`src/rtl/urp_pcie_tx_link_arbiter.sv`:
```
// PCIe TX data link layer egress arbiter: NAK/ACK DLLPs, replayed TLPs and new TLPs
// share one registered single-beat stream toward the physical layer.
module urp_pcie_tx_link_arbiter #(
  parameter int unsigned TLP_W       = 268,
  parameter int unsigned ACK_LATENCY = 16,
  parameter logic [7:0]  DLLP_ACK    = 8'h00,
  parameter logic [7:0]  DLLP_NAK    = 8'h10
) (
  input  logic             clk,
  input  logic             rst_n,
  input  logic [TLP_W-1:0] new_tlp_i,
  input  logic             new_valid_i,
  output logic             new_ready_o,
  input  logic [TLP_W-1:0] rpl_tlp_i,
  input  logic             rpl_valid_i,
  output logic             rpl_ready_o,
  input  logic             rpl_active_i,
  input  logic             ack_req_i,
  input  logic             nak_req_i,
  input  logic [11:0]      ack_seq_i,
  output logic [TLP_W-1:0] link_data_o,
  output logic             link_is_dllp_o,
  output logic             link_valid_o,
  input  logic             link_ready_i,
  output logic             nak_sched_o
);

  typedef enum logic [2:0] {
    SEL_NONE,
    SEL_NAK,
    SEL_RPL,
    SEL_ACK,
    SEL_NEW
  } sel_e;

  localparam logic [7:0] LAT = 8'(ACK_LATENCY);

  logic [TLP_W-1:0] r_link_data;
  logic             r_link_dllp;
  logic             r_link_valid;
  logic             r_ack_pend;
  logic [11:0]      r_ack_seq;
  logic [7:0]       r_ack_timer;
  logic             r_nak_pend;
  logic             r_nak_sched;
  logic [11:0]      r_nak_seq;

  logic             w_advance;
  logic             w_ack_urgent;
  logic             w_ack_acc;
  logic             w_nak_acc;
  sel_e             w_sel;
  logic [TLP_W-1:0] w_win_data;
  logic             w_win_dllp;

  function automatic logic [TLP_W-1:0] f_dllp(input logic [7:0] typ, input logic [11:0] seq);
    logic [TLP_W-1:0] v;
    v       = '0;
    v[31:0] = {typ, 12'h000, seq};
    return v;
  endfunction

  assign w_advance    = !r_link_valid || link_ready_i;
  assign w_ack_urgent = r_ack_pend && (r_ack_timer == LAT);
  // A simultaneous NAK request overrules the ACK request entirely.
  assign w_ack_acc    = ack_req_i && !nak_req_i;
  assign w_nak_acc    = nak_req_i && !r_nak_sched;

  always_comb begin
    w_sel = SEL_NONE;
    if (w_advance) begin
      if (r_nak_pend)                        w_sel = SEL_NAK;
      else if (rpl_valid_i)                  w_sel = SEL_RPL;
      else if (w_ack_urgent)                 w_sel = SEL_ACK;
      else if (new_valid_i && !rpl_active_i) w_sel = SEL_NEW;
      else if (r_ack_pend)                   w_sel = SEL_ACK;
    end
  end

  always_comb begin
    w_win_data = '0;
    w_win_dllp = 1'b0;
    case (w_sel)
      SEL_NAK: begin
        w_win_data = f_dllp(DLLP_NAK, r_nak_seq);
        w_win_dllp = 1'b1;
      end
      SEL_ACK: begin
        w_win_data = f_dllp(DLLP_ACK, r_ack_seq);
        w_win_dllp = 1'b1;
      end
      SEL_RPL: w_win_data = rpl_tlp_i;
      SEL_NEW: w_win_data = new_tlp_i;
      default: ;
    endcase
  end

  assign rpl_ready_o = (w_sel == SEL_RPL);
  assign new_ready_o = (w_sel == SEL_NEW);

  always_ff @(posedge clk or negedge rst_n) begin
    if (!rst_n) begin
      r_link_data  <= '0;
      r_link_dllp  <= 1'b0;
      r_link_valid <= 1'b0;
    end else if (w_advance) begin
      r_link_valid <= (w_sel != SEL_NONE);
      if (w_sel != SEL_NONE) begin
        r_link_data <= w_win_data;
        r_link_dllp <= w_win_dllp;
      end
    end
  end

  // ACK coalescing: newest sequence wins; a NAK also carries the acknowledgement.
  always_ff @(posedge clk or negedge rst_n) begin
    if (!rst_n) begin
      r_ack_pend  <= 1'b0;
      r_ack_seq   <= '0;
      r_ack_timer <= '0;
    end else if (w_ack_acc) begin
      r_ack_pend  <= 1'b1;
      r_ack_seq   <= ack_seq_i;
      r_ack_timer <= '0;
    end else if (w_sel == SEL_ACK || w_sel == SEL_NAK) begin
      r_ack_pend  <= 1'b0;
      r_ack_timer <= '0;
    end else if (r_ack_pend && r_ack_timer != LAT) begin
      r_ack_timer <= r_ack_timer + 8'd1;
    end
  end

  always_ff @(posedge clk or negedge rst_n) begin
    if (!rst_n) begin
      r_nak_pend  <= 1'b0;
      r_nak_sched <= 1'b0;
      r_nak_seq   <= '0;
    end else if (w_nak_acc) begin
      r_nak_pend  <= 1'b1;
      r_nak_sched <= 1'b1;
      r_nak_seq   <= ack_seq_i;
    end else begin
      if (w_sel == SEL_NAK) r_nak_pend  <= 1'b0;
      if (w_ack_acc)        r_nak_sched <= 1'b0;
    end
  end

  assign link_data_o    = r_link_data;
  assign link_is_dllp_o = r_link_dllp;
  assign link_valid_o   = r_link_valid;
  assign nak_sched_o    = r_nak_sched;

endmodule

```
`config.mk`:
```
export PLATFORM = sky130hd
export DESIGN_NAME = urp_pcie_tx_link_arbiter
export DESIGN_NICKNAME = d
export VERILOG_FILES = /design/src/rtl/urp_pcie_tx_link_arbiter.sv
export SDC_FILE = /design/constraint.sdc
export NUM_CORES = 1
export LEC_CHECK = 0
export ABC_AREA = 1
export BUFFER_PORTS_ARGS = -buffer_cell sky130_fd_sc_hd__buf_2
export CAP_MARGIN = 10
export CELL_PAD_IN_SITES_DETAIL_PLACEMENT = 1
export CELL_PAD_IN_SITES_GLOBAL_PLACEMENT = 1
export CORE_AREA = 10 10 316 318
export CTS_CLUSTER_SIZE = 16
export DETAILED_ROUTE_END_ITERATION = 12
export DIE_AREA = 0 0 326 328
export GPL_TIMING_DRIVEN = 0
export HOLD_SLACK_MARGIN = 0.12
export PLACE_DENSITY_LB_ADDON = 0.2
export SYNTH_ARGS = -nofsm -noshare
export SYNTH_HDL_FRONTEND = slang
export SYNTH_SLANG_ARGS = --single-unit
```
`constraint.sdc`:
```
create_clock -name clk -period 1.8 [get_ports clk]
set_input_delay 0.09 -clock clk [delete_from_list [all_inputs] [get_ports clk]]
set_output_delay 0.09 -clock clk [all_outputs]
set_load 0.02 [all_outputs]
```
==> results of run 1 <==
## kinds of logic (layout without fill, tap and decap cells)
group	Yosys count	count (layout)	share of synthesized area (%)
AO/OA/AOI/OAI	32	32	1.30
XOR/XNOR	5	5	0.329
adder cells (fa/ha/maj)	2	2	0.188
buffers and inverters	142	1620	4.47
flip-flops	305	305	57.3
other	0	20	0
AND/OR/NAND/NOR	1180	1180	36.4
## worst max path at each step
stage                          startpoint                           end  slack (ns)
2_1_floorplan  r_ack_timer[0]$_DFFE_PN0P_  link_data_o[218]$_DFFE_PN0P_        0.10
3_5_place_dp     link_valid_o$_DFFE_PN0N_  link_data_o[117]$_DFFE_PN0P_       -0.97
5_1_grt        r_ack_timer[1]$_DFFE_PN0P_                   new_ready_o       -0.31
4_1_cts        r_ack_timer[1]$_DFFE_PN0P_                   new_ready_o       -0.25
3_3_place_gp                        rst_n  link_data_o[127]$_DFFE_PN0P_       -6.27
6_report       r_ack_timer[1]$_DFFE_PN0P_                   new_ready_o       -0.19
## layout by cell type (no fill, tap or decap), types with 3 or more instances in the layout
master	n
nand3_1	271
clkbuf_4	13
dlygate4sd3_1	553
buf_2	832
dfrtp_1	305
a21oi_1	3
inv_2	5
xor2_1	4
nand2_2	5
diode_2	20
nand2_4	3
clkbuf_16	48
clkinv_2	4
bufinv_16	3
o21ai_0	27
nand3_2	5
inv_1	37
buf_12	8
clkbuf_8	11
buf_16	5
nand4_1	27
clkbuf_2	33
clkbuf_1	16
buf_6	14
nor2_1	9
buf_4	24
nand2_1	857
buf_8	9
## sequential cells by signal, summed over array words and instances (netlist names)
| name | count |
|---|---|
| r_nak_pend | 1 |
| link_is_dllp_o | 1 |
| r_nak_seq | 12 |
| link_data_o | 268 |
| r_ack_timer | 8 |
| r_ack_seq | 12 |
| nak_sched_o | 1 |
| r_ack_pend | 1 |
| link_valid_o | 1 |
## what timing repair did
action	4_1_cts	5_1_grt
setup endpoints to repair	281	281
gates cloned	0	2
gates resized for setup	162	40
setup buffers	13	6
pin swaps	6	2
endpoints found under the hold margin	523	55
## cell type report
type / instances / area share, %
antenna: 20 / 0.186
buffer: 97 / 3.20
clock buffer: 64 / 4.78
clock inverter: 9 / 0.511
inverter: 45 / 0.730
multi-input combinational: 1219 / 19.3
sequential: 305 / 28.4
tap: 1254 / 5.83
timing repair buffer: 1405 / 37.1
## layer usage
layer	track usage, %	up-vias
met5	0	-
met4	7.18	2
met3	4.76	185
met2	29.9	601
met1	17.2	8540
li1	-	8240
## through the flow
stage	util, %	power [mW]
final	28.9	27.1
after global routing	28.9	28.7
after CTS	28.6	27.5
after detailed placement	20.6	16.8
after global placement	20.5	16.7
after floorplan	-	12.8
## power by group through the flow
stage	clock network [mW]	logic, mW	registers (mW)
6_report	8.81	9.17	9.10
5_1_grt	9.47	9.97	9.28
4_1_cts	9.23	9.15	9.09
3_5_place_dp	0	7.62	9.19
3_3_place_gp	0	7.53	9.13
2_1_floorplan	0	2.05	10.7
## critical path: stages, from the launching register on
cell and delay, ns:
dfrtp_1 0.39, inv_2 0.09, ha_4 0.13, inv_2 0.04, nor2_4 0.09, nand3_2 0.11
nand2_4 0.13, inv_12 0.06, clkbuf_16 0.15, buf_8 0.12
==> summary.txt, run 1 <==
CTS
  – CTS buffer count: 43
  – Max Buffers Root-to-Sink: 3
  – H-tree levels: 2
  – Worst-path clk slew: 0.06 ns
  – CTS Root Cell: clkbuf_16
  – Clock latency on the worst-skew pair: about 0.57 ns
  – CTS tree: done
  – Post-cts hold buffer count: roughly 550
  – Clock sink total: 305

Yosys
  – Net count after synthesis: about 2200
  – Synth cell types: 21
  – EDFF count, synth: 0
  – Post-synth ARST share: 100%
  – Top FF cell, synth: dfrtp_1
  – Seq cells post-synth: 305
  – Mapped Cells: ~1700
  – Synth area leader: dfrtp_1
  – Synth area leaders: dfrtp_1 57%, nand2_1 24%, nand3_1 10%
  – Synthesized area: between 10000 and 15000 um2
  – Syn_area_per_cell: 7.99 um2
  – Area share of the leading cell type in the synthesized netlist: 57.3%
  – Most frequent cell after synthesis: nand2_1
  – Seq/Total Area, Yosys: between 50 and 60%
  – Post-synth top cells: 864 x nand2_1, 305 x dfrtp_1, 276 x nand3_1, 56 x clkbuf_1, 41 x inv_1
  – Ys Warns: 0

Floorplan
  – # IOs: slightly above 800
  – Die area: about 110000 um2
  – Die H: about 330 um
  – Die width: 326 um
  – Floorplan core area: a little over 90000 um2
  – Rows: 112
  – Starting Density: roughly 14%

Detailed routing
  – Met3 WL: 5.89 mm
  – Wire per inst: about 21 um
  – TritonRoute pass-1 iters: 4
  – Via density: 3.98
  – Routed via count: ~18000
  – Detailed Route Iter0 Violations: about 680
  – DRT met1 WL: around 35 mm
  – Top sig layer: met5
  – Metal2 WL: about 47 mm
  – # DRC: 0
  – Total routed wirelength: a little over 90 mm
  – Final ANT Viol Nets: 0

GRT
  – Gr usage total: between 15 and 20%
  – Initial antenna violation count: 20
  – Largest net degree at the start of global routing: 100
  – Grt ovf: 0
  – Vias in the first global route: about 20000
  – First-pass GRT wire length: 134 mm

Worst setup path
  – CP Class: register to output port
  – Reg-to-Reg End: link_data_o[170]$_DFFE_PN0P_
  – Type of origin of the critical path: register
  – Arrival time at the worst endpoint: 1.90 ns
  – CP max FO: 7
  – Worst R2R Setup Slack: -0.17 ns
  – Critical path required time: approximately 1.7 ns
  – Crit path capture type: output port
  – Reg2reg path depth: 14
  – Critical R2R Launch: r_ack_timer[1]$_DFFE_PN0P_

Final layout
  – Finished Cell Area: around 27000 um2
  – Final #Nets: approximately 3700
  – Multi-input gate area: between 5000 and 6000 um2
  – Fill count: approximately 11000
  – Ratio of cells with drive above 1 in the final layout: about a third
  – Reg area: approximately 7600 um2
  – Syn-to-layout area delta: 102%
  – Fin cells: around 4400

Power and ir drop
  – Max IR drop VDD: approximately 0.62 mV
  – Comb power frac: between 30% and 40%
  – Sw Ratio: a little over a third
  – Leakage power: approximately 14 nW
  – Psw: 9.91 mW
  – Internal: 17.2 mW
  – Seq pwr share: about a third
  – Power density cells: about 1000 nW/um2
  – Clk network pwr share: 32.5%

Timing
  – RSZ-0062 raised after global routing: yes
  – Final worst path period need: approximately 2.0 ns
  – Final Hold Viols: 0
  – Rel. slew slack: roughly 56%
  – Setup WS post-layout: -0.193 ns
  – Worst Hold Slack: around 0.066 ns
  – Final setup viols: 264
  – Fin Setup TNS: -27.08 ns
  – Setup Skew: 0.0217 ns
  – Worst Tran Pin Value: approximately 0.66 ns
  – Final period utilization: 111%
  – Max Fclk: between 0.5 and 0.6 GHz
  – Max-slew violation count: 0

Worst hold path
  – Worst min path class: input port to async pin

Run
  – Max cap viols: 0

Place
  – Post-place instance area: about 19000 um2
  – Placed Instances: between 3000 and 4000
  – DP Worst Slack: -0.965 ns
  – PortBufs: slightly above 800
  – HPWL Detailed: between 60 and 70 mm
  – RD Place Congestion: roughly 0.86

Run status
  – Status: finished with violations
  – Failing checks: setup timing
Note: power is estimated with default switching activity, not from simulation.
==> run 2: changes to the inputs <==
- CELL_PAD_IN_SITES_GLOBAL_PLACEMENT: 1 -> 2
- CORE_AREA: 10 10 316 318 -> 10 10 311 313
- DIE_AREA: 0 0 326 328 -> 0 0 321 323
==> run 2 against run 1 <==
- the run still ends with setup timing left
- sequential share of layout area shrank 0.82 points
- clock power down 2.6%
- clock skew rose by 0.0026 ns
- via count up 0.57%
- critical path type unchanged
- largest cell class unchanged
- largest power group unchanged
- highest routed layer unchanged
==> summary.txt, run 2 (synthesized netlist as in run 1, its figures left out) <==
Power and ir drop
  – Leakage power: 14.4 nW (was 13.8 nW)
  – Power density cells: 1010 nW/um2 (about the same)
  – Max IR drop VDD: 0.508 mV (was 0.623 mV)

Detailed routing
  – Routed via count: 17700 (was 17600)
  – Detailed Route Iter0 Violations: 785 (was 675)
  – Total routed wirelength: 96.1 mm (was 91.1 mm)
  – TritonRoute pass-1 iters: 5 (was 4)
  – Wire per inst: 22.0 um (was 20.6 um)
  – Via density: 4.05 (was 3.98)
  – Final ANT Viol Nets: 0 (unchanged)
  – # DRC: 0 (unchanged)

Timing
  – Final worst path period need: 1.99 ns (about the same)
  – Fin Setup TNS: -28.21 ns (was -27.08 ns)
  – RSZ-0062 raised after global routing: yes (unchanged)
  – Worst Tran Pin Value: 0.749 ns (was 0.656 ns)
  – Final period utilization: 111% (about the same)
  – Max-slew violation count: 0 (unchanged)
  – Setup WS post-layout: -0.190 ns (was -0.193 ns)
  – Final Hold Viols: 0 (unchanged)
  – Rel. slew slack: 49.9% (was 56.3%)
  – Setup Skew: 0.0243 ns (was 0.0217 ns)
  – Final setup viols: 257 (was 264)
  – Worst Hold Slack: 0.0360 ns (was 0.0663 ns)
  – Max Fclk: 0.502 GHz (about the same)

Worst setup path
  – CP Class: register to output port (unchanged)
  – Worst Setup SP: r_ack_timer[1]$_DFFE_PN0P_ (unchanged)
  – Worst R2R Setup Slack: -0.18 ns (was -0.17 ns)
  – Crit path top cell by count: inv_2 (unchanged)
  – Critical R2R Launch: r_ack_timer[1]$_DFFE_PN0P_ (unchanged)
  – Critical path required time: 1.71 ns (about the same)
  – Reg-to-Reg End: link_data_o[157]$_DFFE_PN0P_ (was link_data_o[170]$_DFFE_PN0P_)
  – CP max-delay cell: dfrtp_1 (unchanged)
  – CP max stage delay: 0.41 ns (was 0.39 ns)
  – Cell chain of the critical path: inv_2 > ha_4 > inv_2 > nor2_4 > nand3_2 > nand2_4 > inv_8 > clkbuf_16 > buf_8 (was inv_2 > ha_4 > inv_2 > nor2_4 > nand3_2 > nand2_4 > inv_12 > clkbuf_16 > buf_8)
  – Crit path capture type: output port (unchanged)
  – Arrival time at the worst endpoint: 1.90 ns (about the same)
  – Reg2reg path depth: 14 (unchanged)
  – CP max FO: 7 (unchanged)
  – Type of origin of the critical path: register (unchanged)

Final layout
  – Syn-to-layout area delta: 108% (was 102%)
  – Final #Nets: 3691 (was 3674)
  – Commonest non-fill, non-tap cells in the layout: 833 x buf_2, 812 x nand2_1, 555 x dlygate4sd3_1 (was 857 x nand2_1, 832 x buf_2, 553 x dlygate4sd3_1)
  – Multi-input gate area: 5660 um2 (was 5180 um2)
  – Ratio of cells with drive above 1 in the final layout: 36.0% (was 32.8%)
  – Most common cell after layout, fill and taps aside: buf_2 (was nand2_1)
  – Fin cells: 4365 (was 4418)
  – Reg area: 7630 um2 (unchanged)
  – Max FFs per register: 268 (unchanged)
  – Fill count: 10800 (was 11300)

Place
  – RD Place Congestion: 0.821 (was 0.857)
  – PortBufs: 828 (unchanged)
  – Placed Instances: 3683 (was 3751)
  – HPWL Detailed: 72.7 mm (was 69.0 mm)

GRT
  – Gr usage total: 17.4% (was 16.3%)
  – Largest net degree at the start of global routing: 90 (was 100)
  – Initial antenna violation count: 19 (was 20)
  – Grt ovf: 0 (unchanged)
  – Vias in the first global route: 19900 (was 20500)
  – First-pass GRT wire length: 136 mm (was 134 mm)

CTS
  – Clock latency on the worst-skew pair: 0.57 ns (about the same)
  – CTS tree: done (unchanged)
  – CTS buffer count: 44 (was 43)
  – Clock sink total: 305 (unchanged)
  – H-tree levels: 2 (unchanged)
  – Worst-path clk slew: 0.06 ns (about the same)
  – CTS Root Cell: clkbuf_16 (unchanged)
  – Max Buffers Root-to-Sink: 3 (unchanged)

Floorplan
  – # IOs: 829 (unchanged)
  – Die area: 104000 um2 (was 107000 um2)
  – Floorplan core area: 90800 um2 (was 93000 um2)
  – Starting Density: 14.7% (was 14.3%)
  – Rows: 111 (was 112)
  – Die width: 321 um (was 326 um)
  – Die H: 323 um (was 328 um)

Worst hold path
  – Worst min path class: input port to async pin (unchanged)

Run status
  – Status: finished with violations (unchanged)
  – Failing checks: setup timing (unchanged)

Run
  – Max cap viols: 0 (unchanged)
run 2: changes by cell type in the layout (fill, tap and decap cells not counted), sizes merged:
cell / previous run / this run
diode: 20 / 17
dlygate4sd3: 553 / 555
clkinvlp: 1 / 0
clkinv: 5 / 6
buf: 892 / 893
bufinv: 4 / 0
clkbuf: 121 / 140
run 2: critical path: cells and delay by family, from the launching register on:
kind                       cells  cell delay, ns
adders and majority gates      1            0.13
buffers and inverters          5            0.47
DFF                            1            0.41
and+or+nand+nor                3            0.31
run 2: metrics by stage:
step | area, um2 | utilization, % | total power, mW | setup WS, ns
after floorplan | 13300 | - | 12.8 | 0.104
after global placement | 18900 | 20.9 | 16.8 | -6.52
after detailed placement | 19000 | 21.0 | 16.9 | -0.835
after CTS | 26600 | 29.2 | 27.3 | -0.230
after global routing | 27700 | 30.5 | 29.4 | -0.301
final | 27700 | 30.5 | 27.9 | -0.190
run 2: final cells by class:
| class | count | area share [%] |
|---|---|---|
| Buffer | 97 | 3.49 |
| Timing Repair Buffer | 1421 | 37.4 |
| Clock buffer | 70 | 4.91 |
| Tap cell | 1186 | 5.35 |
| Sequential cell | 305 | 27.5 |
| Multi-Input combinational cell | 1219 | 20.4 |
| Antenna cell | 17 | 0.153 |
| Inverter | 45 | 0.650 |
| Clock inverter | 5 | 0.131 |
run 2: repair_timing:
item | in CTS | in global routing
cloned | 0 | 15
pin swaps | 5 | 2
hold buffers | 554 | 1
endpoints found under the setup margin | 281 | 282
hold endpoints to repair | 509 | 15
resized for setup | 164 | 175
setup buffers | 15 | 5
run 2: power breakdown:
group / leakage, nW / internal [mW] / switching [mW] / total, mW
clock: 0.690 / 5.13 / 3.45 / 8.58
combinational: 9.80 / 4.09 / 6.04 / 10.1
sequential: 3.91 / 8.26 / 0.898 / 9.16
run 2: layer usage:
layer	up-vias	global-route usage [%]	wire length, um
met5	-	0	40
met4	6	5.85	3000
met3	143	4.86	6240
met2	569	32.0	49800
met1	8665	19.1	37000
li1	8285	-	-
run 2: worst max-delay path by stage:
stage                                         endpoint  slack (ns)
after floorplan           link_data_o[218]$_DFFE_PN0P_        0.10
after CTS                                  new_ready_o       -0.23
final                                      new_ready_o       -0.19
after detailed placement  link_data_o[258]$_DFFE_PN0P_       -0.83
after global placement    link_data_o[120]$_DFFE_PN0P_       -6.52
after global routing      link_data_o[133]$_DFFE_PN0P_       -0.30
==> run 3: changes to the inputs <==
- RECOVER_POWER: default -> 50
==> run 3 against run 2 <==
- die area unchanged
- highest routed layer unchanged
- the flow still finishes with violations (setup timing)
- largest power group unchanged
- clock skew up 0.00088 ns
- flip-flop and latch count unchanged
- combinational power about the same
- core utilization down 0.16 points
- final area down 0.51%
- worst hold slack worse by 0.0017 ns
- largest cell class unchanged
- sequential power about the same
- critical path type unchanged
==> summary.txt, run 3 (synthesized netlist as in run 1, its figures left out) <==
Run status
  – Status: finished with violations (unchanged)
  – Failing checks: setup timing (unchanged)

Power and ir drop
  – Leakage power: 14.0 nW (was 14.4 nW)
  – Max IR drop VDD: 0.506 mV (was 0.508 mV)
  – Power density cells: 1010 nW/um2 (about the same)
  – Power Total: 27.7 mW (was 27.9 mW)

CTS
  – Max Buffers Root-to-Sink: 3 (unchanged)
  – CTS Root Cell: clkbuf_16 (unchanged)
  – Clock sink total: 305 (unchanged)
  – H-tree levels: 2 (unchanged)
  – CTS buffer count: 44 (unchanged)
  – Clock latency on the worst-skew pair: 0.57 ns (about the same)
  – CTS tree: done (unchanged)
  – Worst-path clk slew: 0.06 ns (about the same)

Worst hold path
  – Worst min path class: input port to async pin (unchanged)

Run
  – Max cap viols: 0 (unchanged)

Timing
  – Final Hold Viols: 0 (unchanged)
  – Final period utilization: 111% (about the same)
  – Final setup viols: 255 (was 257)
  – Max Fclk: 0.503 GHz (was 0.502 GHz)
  – Rel. slew slack: 34.8% (was 49.9%)
  – Setup Skew: 0.0252 ns (was 0.0243 ns)
  – RSZ-0062 raised after global routing: yes (unchanged)
  – Setup WS post-layout: -0.189 ns (was -0.190 ns)
  – Final worst path period need: 1.99 ns (about the same)
  – Worst Tran Pin Value: 0.978 ns (was 0.749 ns)
  – Max-slew violation count: 0 (unchanged)
  – Worst Hold Slack: 0.0343 ns (was 0.0360 ns)

Final layout
  – Final #Nets: 3691 (unchanged)
  – Fill count: 10900 (was 10800)
  – Reg area: 7630 um2 (unchanged)
  – Commonest non-fill, non-tap cells in the layout: 812 x nand2_1, 732 x buf_2, 555 x dlygate4sd3_1 (was 833 x buf_2, 812 x nand2_1, 555 x dlygate4sd3_1)
  – Max FFs per register: 268 (unchanged)
  – Most common cell after layout, fill and taps aside: nand2_1 (was buf_2)
  – Syn-to-layout area delta: 107% (was 108%)
  – Ratio of cells with drive above 1 in the final layout: 32.8% (was 36.0%)
  – Multi-input gate area: 5660 um2 (unchanged)

Worst setup path
  – CP max FO: 7 (unchanged)
  – CP Class: register to output port (unchanged)
  – Critical path required time: 1.71 ns (about the same)
  – Type of origin of the critical path: register (unchanged)
  – Crit path capture type: output port (unchanged)
  – Arrival time at the worst endpoint: 1.90 ns (about the same)

Detailed routing
  – # DRC: 0 (unchanged)
  – Via density: 4.04 (was 4.05)
  – Final ANT Viol Nets: 0 (unchanged)
  – Detailed Route Iter0 Violations: 829 (was 785)
  – Wire per inst: 22.0 um (about the same)
  – TritonRoute pass-1 iters: 5 (unchanged)
  – Total routed wirelength: 96.2 mm (was 96.1 mm)
  – Routed via count: 17600 (was 17700)

Floorplan
  – Rows: 111 (unchanged)
  – Die width: 321 um (unchanged)
  – # IOs: 829 (unchanged)
  – Starting Density: 14.7% (unchanged)
  – Floorplan core area: 90800 um2 (unchanged)
  – Die H: 323 um (unchanged)
  – Die area: 104000 um2 (unchanged)

GRT
  – First-pass GRT wire length: 136 mm (unchanged)
  – Vias in the first global route: 19900 (unchanged)
  – Largest net degree at the start of global routing: 90 (unchanged)
  – Grt ovf: 0 (unchanged)
  – Gr usage total: 17.4% (unchanged)
  – Initial antenna violation count: 19 (unchanged)

Place
  – RD Place Congestion: 0.821 (unchanged)
  – HPWL Detailed: 72.7 mm (unchanged)
  – PortBufs: 828 (unchanged)
[run 3: critical path: stages (launching register included)]
cell and delay, ns:
dfrtp_1 0.41, inv_2 0.10, ha_4 0.13, inv_2 0.04, nor2_4 0.10, nand3_2 0.11, nand2_4 0.10, inv_8 0.06
clkbuf_16 0.15, buf_8 0.12
[run 3: power by group]
part,switching [mW],internal (mW)
logic,6.03,3.95
clock network,3.45,5.13
registers,0.917,8.26
[run 3: path summary, 6_finish.rpt]
path / from / end / slack, ns / cells past startpoint
worst min register to register: link_is_dllp_o$_DFFE_PN0P_ / link_is_dllp_o$_DFFE_PN0P_ / 0.47 / 2
worst max register to register: r_ack_timer[1]$_DFFE_PN0P_ / link_data_o[157]$_DFFE_PN0P_ / -0.18 / 14
worst min-delay path: rst_n / r_nak_seq[11]$_DFFE_PN0P_ / 0.03 / 2
worst max-delay path: r_ack_timer[1]$_DFFE_PN0P_ / new_ready_o / -0.19 / 9
max in group asynchronous: rst_n / link_data_o[231]$_DFFE_PN0P_ / 0.28 / 3
min in group clk: link_ready_i / link_data_o[3]$_DFFE_PN0P_ / 0.23 / 7
[run 3: area by class of cell]
class / instances / share of cell area (%)
Antenna cell: 17 / 0.154
Sequential cell: 305 / 27.7
Clock buffer: 70 / 4.94
Timing Repair Buffer: 1421 / 37.0
Tap cell: 1186 / 5.38
Buffer: 97 / 3.51
Clock inverter: 5 / 0.132
Multi-Input combinational cell: 1219 / 20.5
Inverter: 45 / 0.653
[run 3: timing repair]
action,in CTS,in global routing
setup endpoints to repair,281,282
pin swaps,5,2
hold buffers,554,1
gates resized for setup,164,175
hold endpoints to repair,509,15
cloned,0,15
setup buffers,15,5
[run 3: per-layer routing]
layer	wire (um)	vias to the layer above	GRT usage, %	part of all wire [%]
met1	37300	8661	19.1	39
met3	6070	140	4.86	6.3
li1	-	8284	-	-
met5	39	-	0	0.041
met2	49900	547	32.0	52
met4	2920	6	5.85	3.0
[run 3: per-stage QoR]
step	area [um2]	setup TNS (ns)	instances	setup slack (ns)	utilization, %
after floorplan	13300	0	1666	0.104	-
after global placement	18900	-2112.71	3680	-6.52	20.9
after detailed placement	19000	-152.85	3683	-0.835	21.0
after CTS	26600	-33.06	4327	-0.230	29.2
after global routing	27600	-58.55	4363	-0.301	30.3
final	27600	-28.33	4365	-0.189	30.4
